$ cat src/rtl/pipe_mux_pkg.sv
// Shared constants and elaboration-time helpers for the pipelined radix-4 mux tree.
// Levels consume two select bits each; an odd select width leaves a final 2:1 level.
package pipe_mux_pkg;

    localparam int RADIX      = 4;
    localparam int RADIX_BITS = $clog2(RADIX);

    // Number of registered reduction levels for an n-input tree.
    function automatic int num_levels(input int n);
        return ($clog2(n) + RADIX_BITS - 1) / RADIX_BITS;
    endfunction

    // Select bits consumed by level k (RADIX_BITS, or fewer at the last level).
    function automatic int level_sel_bits(input int n, input int k);
        int rem;
        rem = $clog2(n) - k * RADIX_BITS;
        return (rem < RADIX_BITS) ? rem : RADIX_BITS;
    endfunction

    // Width of the partial vector held in the register of level k.
    function automatic int part_width(input int n, input int w, input int k);
        int used;
        used = 0;
        for (int j = 0; j <= k; j++) begin
            used += level_sel_bits(n, j);
        end
        return (n >> used) * w;
    endfunction

endpackage

$ cat src/rtl/pipe_mux_level.sv
// One registered reduction level: picks one partial out of every group of
// 2**p_selbits using the consumed select bits, then holds it under adv control.
module pipe_mux_level
    import pipe_mux_pkg::*;
#(
    parameter int p_nparts  = 4,
    parameter int p_nbits   = 1,
    parameter int p_selbits = 2
) (
    input  logic                                         clk,
    input  logic                                         reset,
    input  logic                                         adv,
    input  logic                                         up_val,
    input  logic [p_nparts*p_nbits-1:0]                  up_data,
    input  logic [p_selbits-1:0]                         up_sel,
    output logic                                         val,
    output logic [(p_nparts>>p_selbits)*p_nbits-1:0]     data
);

    localparam int NOUT = p_nparts >> p_selbits;
    localparam int GRP  = 1 << p_selbits;

    logic [NOUT*p_nbits-1:0] reduced;

    always_comb begin
        reduced = '0;
        for (int g = 0; g < NOUT; g++) begin
            reduced[g*p_nbits +: p_nbits] =
                up_data[(g*GRP + int'(up_sel))*p_nbits +: p_nbits];
        end
    end

    // Data only moves with a valid transfer; an empty slot keeps its old bits.
    always_ff @(posedge clk or negedge reset) begin
        if (!reset) begin
            val  <= 1'b0;
            data <= '0;
        end else if (adv) begin
            val <= up_val;
            if (up_val) begin
                data <= reduced;
            end
        end
    end

endmodule

$ cat src/rtl/pipe_mux_param.sv
// Pipelined W-bit N:1 mux with valid/ready stream ports, one register per tree level.
// Handshake: a transfer happens on a port when its valid and ready are both high at
// a rising edge; ready never depends on valid, so there is no path in_val -> in_rdy.
module pipe_mux_param
    import pipe_mux_pkg::*;
#(
    parameter int p_nbits   = 1,
    parameter int p_ninputs = 128
) (
    input  logic                           clk,
    input  logic                           reset,
    input  logic [p_ninputs*p_nbits-1:0]   in_,
    input  logic [$clog2(p_ninputs)-1:0]   sel,
    input  logic                           in_val,
    output logic                           in_rdy,
    output logic [p_nbits-1:0]             out,
    output logic                           out_val,
    input  logic                           out_rdy
);

    localparam int W = p_nbits;
    localparam int N = p_ninputs;
    localparam int S = $clog2(N);
    localparam int L = num_levels(N);

    logic [L:0]   adv;
    logic [L-1:0] vals;

    // A level may load when it is empty or its contents leave this cycle.
    always_comb begin
        adv    = '0;
        adv[L] = out_rdy;
        for (int k = L - 1; k >= 0; k--) begin
            adv[k] = !vals[k] || adv[k+1];
        end
    end

    assign in_rdy = reset && adv[0];

    for (genvar k = 0; k < L; k++) begin : g_lvl
        localparam int SIN = S - k * RADIX_BITS;
        localparam int C   = level_sel_bits(N, k);
        localparam int NIN = N >> (k * RADIX_BITS);
        localparam int PW  = part_width(N, W, k);

        logic [SIN-1:0]   sel_in;
        logic [NIN*W-1:0] data_in;
        logic             val_in;
        logic [PW-1:0]    data_q;

        if (k == 0) begin : g_src
            assign sel_in  = sel;
            assign data_in = in_;
            assign val_in  = in_val;
        end else begin : g_src
            assign sel_in  = g_lvl[k-1].g_sel.q;
            assign data_in = g_lvl[k-1].data_q;
            assign val_in  = vals[k-1];
        end

        pipe_mux_level #(
            .p_nparts  (NIN),
            .p_nbits   (W),
            .p_selbits (C)
        ) u_level (
            .clk     (clk),
            .reset   (reset),
            .adv     (adv[k]),
            .up_val  (val_in),
            .up_data (data_in),
            .up_sel  (sel_in[C-1:0]),
            .val     (vals[k]),
            .data    (data_q)
        );

        // Only the not-yet-consumed select bits travel with the partials.
        if (SIN > C) begin : g_sel
            logic [SIN-C-1:0] q;
            always_ff @(posedge clk or negedge reset) begin
                if (!reset) begin
                    q <= '0;
                end else if (adv[k] && val_in) begin
                    q <= sel_in[SIN-1:C];
                end
            end
        end

        if (k == L - 1) begin : g_out
            assign out     = data_q;
            assign out_val = vals[k];
        end
    end

endmodule

$ cat config.mk
export PLATFORM = sky130hd
export DESIGN_NAME = pipe_mux_param
export DESIGN_NICKNAME = d
export VERILOG_FILES = /design/src/rtl/pipe_mux_pkg.sv /design/src/rtl/pipe_mux_level.sv /design/src/rtl/pipe_mux_param.sv
export SDC_FILE = /design/constraint.sdc
export NUM_CORES = 1
export LEC_CHECK = 0
export CAP_MARGIN = 20
export CELL_PAD_IN_SITES_DETAIL_PLACEMENT = 0
export CELL_PAD_IN_SITES_GLOBAL_PLACEMENT = 1
export CORE_ASPECT_RATIO = 0.75
export CORE_MARGIN = 8
export CORE_UTILIZATION = 36
export CTS_CLUSTER_DIAMETER = 50
export DETAILED_ROUTE_END_ITERATION = 10
export GPL_TIMING_DRIVEN = 1
export PLACE_DENSITY_LB_ADDON = 0.1
export SETUP_SLACK_MARGIN = 0.02
export SLEW_MARGIN = 20
export SYNTH_ARGS = -nofsm -noshare
export SYNTH_HDL_FRONTEND = slang
export SYNTH_SLANG_ARGS = --single-unit
$ cat constraint.sdc
create_clock -name clk -period 4 [get_ports clk]
set_input_delay 0.6 -clock clk [delete_from_list [all_inputs] [get_ports clk]]
set_output_delay 0.6 -clock clk [all_outputs]
set_load 0.01 [all_outputs]
==> results of run 1 <==
report_power, final:
part	switching, W	total, W	internal (W)
sequential	0.0000887	0.000797	0.000709
combinational	0.000135	0.000503	0.000367
clock	0.000191	0.000505	0.000314
through the flow:
step           utilization  hold WS [ns]  cells
2_1_floorplan            -         0.304    178
3_3_place_gp         0.543         0.482    417
3_5_place_dp         0.543         0.490    417
4_1_cts              0.564         0.506    425
5_1_grt              0.564         0.519    425
6_report             0.564         0.472    425
routing by layer:
layer,vias up,track usage,share of wire
met5,-,0,0
met4,0,0.0360,0.011
met3,7,0.0494,0.089
met2,79,0.213,0.48
met1,1106,0.169,0.42
li1,995,-,-
layout make-up:
cell class	instances	area, um2	share of cell area
multi-input cells	107	1620	0.340
repair buffers	144	1430	0.299
flip-flops and latches	56	1400	0.294
clock buffers	6	139	0.0291
well taps	108	135	0.0283
clock inverters	2	38.8	0.00813
inverters	2	7.51	0.00157
path summary, 6_finish.rpt:
check | endpoint | slack (ns) | cells after the start
max | in_rdy | 1.17 | 5
min | g_lvl[0].u_level.data[25]$_DFFE_PN0P_ | 0.47 | 2
max reg2reg | g_lvl[0].u_level.data[3]$_DFFE_PN0P_ | 2.27 | 4
min reg2reg | g_lvl[0].g_sel.q[4]$_DFFE_PN0P_ | 0.50 | 1
max in group asynchronous | g_lvl[0].u_level.data[1]$_DFFE_PN0P_ | 3.05 | 2
min in group clk | g_lvl[0].g_sel.q[4]$_DFFE_PN0P_ | 0.50 | 1
synth_stat cells:
master	number	area share
o21ai_4	1	0.0052
inv_1	2	0.0024
a31oi_1	1	0.0020
buf_6	7	0.025
dfrtp_1	56	0.45
a21oi_1	1	0.0016
mux2_2	47	0.17
o21ai_1	1	0.0016
and2_1	1	0.0020
clkbuf_1	2	0.0024
or2_2	1	0.0020
buf_2	2	0.0032
nand2b_1	2	0.0040
nand2_1	3	0.0036
mux2i_1	1	0.0032
mux4_2	42	0.30
o21bai_1	1	0.0024
buf_1	2	0.0024
mux2_1	4	0.014
nand4b_2	1	0.0048
kinds of logic (layout without fill, tap and decap cells):
kind of cell           count (synthesis)  after routing  share of synthesized area
AO/OA/AOI/OAI                          5              5                     0.0128
buffers and inverters                 15            154                     0.0355
flip-flops                            56             56                      0.447
multiplexers                          94             94                      0.488
AND/OR/NAND/NOR                        8              8                     0.0164
state kept, by name, indices dropped and copies added, names as in the netlist:
signal / cells
g_lvl.u_level.val: 4
g_lvl.g_sel.q: 9
g_lvl.u_level.data: 43
worst max-delay path, stage by stage:
cell and delay, ns:
clkdlybuf4s50_1 0.40, nand4b_2 0.27, or2_2 0.33, and2_1 0.15, clkdlybuf4s50_1 0.47
==> results.sh, run 1 <==
export IMPL_outcome="completed"
export IMPL_vias=2187
export IMPL_die_area_mm2=0.0120
export IMPL_cts_buffers=5
export IMPL_vdd_drop_max_v=0.000203
export IMPL_layout_common_cells="139 x clkdlybuf4s50_1, 56 x dfrtp_1, 47 x mux2_2, 42 x mux4_2, 5 x clkbuf_16"
export IMPL_end_kind="output pin"
export IMPL_worstPathRequired_ns=3.40
export IMPL_htree_levels=2
export IMPL_drive_above_1_share=0.331
export IMPL_post_route_cell_area_mm2=0.00477
export IMPL_ctsResizeCount=0
export IMPL_timing_rr_start="g_lvl[2].u_level.val$_DFFE_PN0P_"
export IMPL_syn_to_final_growth_pct=52.2
export IMPL_io_pins=142
export IMPL_drv_slew=0
export IMPL_fin_tns_setup_ns=0
export IMPL_wirelength_um=7870
export IMPL_setup_viol=0
export IMPL_critPathLaunchType="primary input"
export IMPL_dpl_hpwl_um=6240
export IMPL_fin_crit_sh=0.706
export IMPL_wl_per_cell_um=18.5
export IMPL_drt_iter0_drc=59
export IMPL_rsz0062_at_grt="false"
export IMPL_syn_inst=178
export IMPL_tightest_slew_ns=0.710
export IMPL_slew_headroom=0.527
export IMPL_p_leak_nw=1.83
export IMPL_arrival_ns=2.23
export IMPL_grt_antenna_before_repair=0
export IMPL_drtPass1Iterations=3
export IMPL_setup_ws_ns=1.17
export IMPL_cts_hold_buffers=0
export IMPL_place_ws_ns=1.16
export IMPL_floorplan_initialDensity=0.371
export IMPL_grt_pass1_wl_um=12900
export IMPL_grt_start_max_net_pins=57
export IMPL_antenna_cells=0
export IMPL_critPathKind="primary input to output pin"
export IMPL_fmax_ghz=0.354
export IMPL_fill_cells=717
export IMPL_path_max_fanout=4
export IMPL_cts_root_buf="clkbuf_16"
export IMPL_finalHoldViolCount=0
export IMPL_post_cts_setup_buffer_count=0
export IMPL_clk_insertion_delay_late_ns=0.29
export IMPL_final_common_cell="clkdlybuf4s50_1"
export IMPL_yosys_warnings=0
export IMPL_vias_per_cell=5.15
export IMPL_total_power_w=0.00181
export IMPL_cts_tree="yes"
export IMPL_track_usage=0.135
export IMPL_synth_distinct_cells=20
export IMPL_gr_total_overflow=0
export IMPL_nets=455
export IMPL_postSynthNetCount=317
export IMPL_power_density_mw_per_mm2=378
export IMPL_fp_coreArea_mm2=0.00845
export IMPL_io_buffers=141
export IMPL_synth_seq_area_share=0.447
export IMPL_row_count=29
export IMPL_postRouteAntennaNets=0
export IMPL_fin_crit_ns=2.83
export IMPL_min_delay_path_class="primary input to async pin"
export IMPL_synthesis_area_mm2=0.00313
export IMPL_place_congestion=0.700
export IMPL_die_width_um=124
export IMPL_synth_seq_cells=56
export IMPL_grt_pass1_vias=2538
export IMPL_critPathLaunch="out_rdy"
export IMPL_die_h_um=96.8
export IMPL_syn_avg_cell_area_um2=17.6
export IMPL_clock_skew_ns=0.00711
export IMPL_post_route_drc_count=0
export IMPL_maxCapViolCount=0
export IMPL_cts_buffer_depth=2
export IMPL_place_area_mm2=0.00459
export IMPL_clock_sinks=56
export IMPL_clk_pin_slew_worst_paths_ns=0.07
Note: power is estimated with default switching activity, not from simulation.
==> run 2, diff against run 1 <==
--- a/config.mk
+++ b/config.mk
@@ -10,7 +10,7 @@
 export CELL_PAD_IN_SITES_GLOBAL_PLACEMENT = 1
 export CORE_ASPECT_RATIO = 0.75
 export CORE_MARGIN = 8
-export CORE_UTILIZATION = 36
+export CORE_UTILIZATION = 33
 export CTS_CLUSTER_DIAMETER = 50
 export DETAILED_ROUTE_END_ITERATION = 10
 export GPL_TIMING_DRIVEN = 1
==> constraint.sdc (replaced) <==
create_clock -name clk -period 2.8 [get_ports clk]
set_input_delay 0.42 -clock clk [delete_from_list [all_inputs] [get_ports clk]]
set_output_delay 0.42 -clock clk [all_outputs]
set_load 0.01 [all_outputs]
==> results.sh, run 2 (synthesized netlist as in run 1, its figures left out) <==
export IMPL_clk_insertion_delay_late_ns=0.29
export IMPL_largest_register_ffs=43
export IMPL_top_regs="g_lvl.u_level.data (43), g_lvl.g_sel.q (9), g_lvl.u_level.val (4)"
export IMPL_final_common_cell="clkdlybuf4s50_1"
export IMPL_die_h_um=100
export IMPL_post_route_drc_count=0
export IMPL_postRouteAntennaNets=0
export IMPL_clock_skew_ns=0.00374
export IMPL_vias_per_cell=4.80
export IMPL_place_congestion=0.695
export IMPL_power_density_mw_per_mm2=514
export IMPL_fmax_ghz=0.406
export IMPL_wl_per_cell_um=17.8
export IMPL_grt_pass1_vias=2465
export IMPL_nets=457
export IMPL_path_max_fanout=4
export IMPL_fin_crit_ns=2.46
export IMPL_syn_to_final_growth_pct=52.7
export IMPL_ctsResizeCount=0
export IMPL_final_util=0.523
export IMPL_total_power_w=0.00246
export IMPL_grt_pass1_wl_um=12900
export IMPL_die_width_um=129
export IMPL_drv_slew=0
export IMPL_io_buffers=141
export IMPL_gr_total_overflow=0
export IMPL_worstPathCellList="clkdlybuf4s50_1, nand4b_2, or2_2, and2_1, clkdlybuf4s50_1"
export IMPL_critPathKind="primary input to output pin"
export IMPL_clock_sinks=56
export IMPL_cts_buffers=5
export IMPL_slowest_delay_ns=0.47
export IMPL_worstPathRequired_ns=2.38
export IMPL_drtPass1Iterations=4
export IMPL_arrival_ns=2.04
export IMPL_maxCapViolCount=0
export IMPL_floorplan_initialDensity=0.342
export IMPL_drt_iter0_drc=76
export IMPL_track_usage=0.126
export IMPL_worst_path_most_repeated_cell="clkdlybuf4s50_1"
export IMPL_cts_tree="yes"
export IMPL_cts_buffer_depth=2
export IMPL_wirelength_um=7960
export IMPL_p_leak_nw=1.83
export IMPL_setup_viol=0
export IMPL_fin_tns_setup_ns=0
export IMPL_io_pins=142
export IMPL_place_area_mm2=0.00464
export IMPL_clk_pin_slew_worst_paths_ns=0.07
export IMPL_grt_start_max_net_pins=57
export IMPL_drive_above_1_share=0.335
export IMPL_dpl_hpwl_um=6480
export IMPL_rsz0062_at_grt="false"
export IMPL_cpMaxStageDelayCell="clkdlybuf4s50_1"
export IMPL_htree_levels=2
export IMPL_critPathLaunchType="primary input"
export IMPL_cts_root_buf="clkbuf_16"
export IMPL_die_area_mm2=0.0129
export IMPL_antenna_cells=0
export IMPL_tightest_slew_ns=0.704
export IMPL_end_kind="output pin"
export IMPL_min_delay_path_class="primary input to async pin"
export IMPL_vias=2146
export IMPL_slew_headroom=0.531
export IMPL_finalHoldViolCount=0
export IMPL_grt_antenna_before_repair=0
export IMPL_post_cts_setup_buffer_count=0
export IMPL_fp_coreArea_mm2=0.00916
export IMPL_regMostFlops="g_lvl.u_level.data"
export IMPL_row_count=30
export IMPL_cts_hold_buffers=0
export IMPL_layout_common_cells="139 x clkdlybuf4s50_1, 56 x dfrtp_1, 47 x mux2_2, 42 x mux4_2, 5 x clkbuf_16"
export IMPL_outcome="completed"
export IMPL_vdd_drop_max_v=0.000286
export IMPL_post_route_cell_area_mm2=0.00479
export IMPL_fin_crit_sh=0.879
run 2: cell types whose count changed in the layout (fill, tap and decap cells not counted):
cell,before,now
buf_2,1,2
bufinv_16,1,0
clkinv_2,0,2
buf_12,0,1
clkbuf_8,1,0
run 2: worst max-delay path, delay by kind of cell:
| kind | cells | cell delay, ns |
|---|---|---|
| buf+inv | 2 | 0.88 |
| simple gates | 3 | 0.74 |
run 2: worst paths after layout:
path | start | slack [ns] | end | depth (start not counted)
worst max register to register | g_lvl[0].g_sel.q[0]$_DFFE_PN0P_ | 1.04 | g_lvl[1].u_level.data[6]$_DFFE_PN0P_ | 2
worst min register to register | g_lvl[0].g_sel.q[3]$_DFFE_PN0P_ | 0.49 | g_lvl[0].g_sel.q[3]$_DFFE_PN0P_ | 1
worst min-delay path | reset | 0.28 | g_lvl[0].u_level.val$_DFFE_PN0P_ | 2
worst max-delay path | out_rdy | 0.34 | in_rdy | 5
max in group asynchronous | reset | 2.05 | g_lvl[0].u_level.data[25]$_DFFE_PN0P_ | 2
min in group clk | g_lvl[0].g_sel.q[3]$_DFFE_PN0P_ | 0.49 | g_lvl[0].g_sel.q[3]$_DFFE_PN0P_ | 1
run 2: layout make-up:
type,instances,area [um2]
Clock buffer,5,125
Clock inverter,3,18.8
Fill cell,814,4370
Inverter,2,7.51
Multi-Input combinational cell,107,1620
Sequential cell,56,1400
Tap cell,128,160
Timing Repair Buffer,146,1450
run 2: layer usage:
metal  vias to the layer above  wire length (um)  track usage
met3                         4               702       0.0546
met5                         -                 0            0
met1                      1078              3370        0.159
met2                        71              3820        0.198
met4                         0                63       0.0243
li1                        993                 -            -
run 2: metrics by stage:
| step | worst slack (ns) | instances | hold WS [ns] |
|---|---|---|---|
| after floorplan | 1.21 | 178 | 0.124 |
| after global placement | 0.346 | 439 | 0.480 |
| after detailed placement | 0.340 | 439 | 0.486 |
| after CTS | 0.325 | 447 | 0.314 |
| after global routing | 0.285 | 447 | 0.360 |
| final | 0.339 | 447 | 0.277 |
run 2: report_power, final:
| part | switching [W] | internal, W | leakage [nW] | total, W |
|---|---|---|---|---|
| Sequential | 0.000132 | 0.00101 | 0.648 | 0.00114 |
| Clock | 0.000268 | 0.000330 | 0.0736 | 0.000598 |
| Combinational | 0.000189 | 0.000528 | 1.11 | 0.000717 |
| Total | 0.000590 | 0.00187 | 1.83 | 0.00246 |
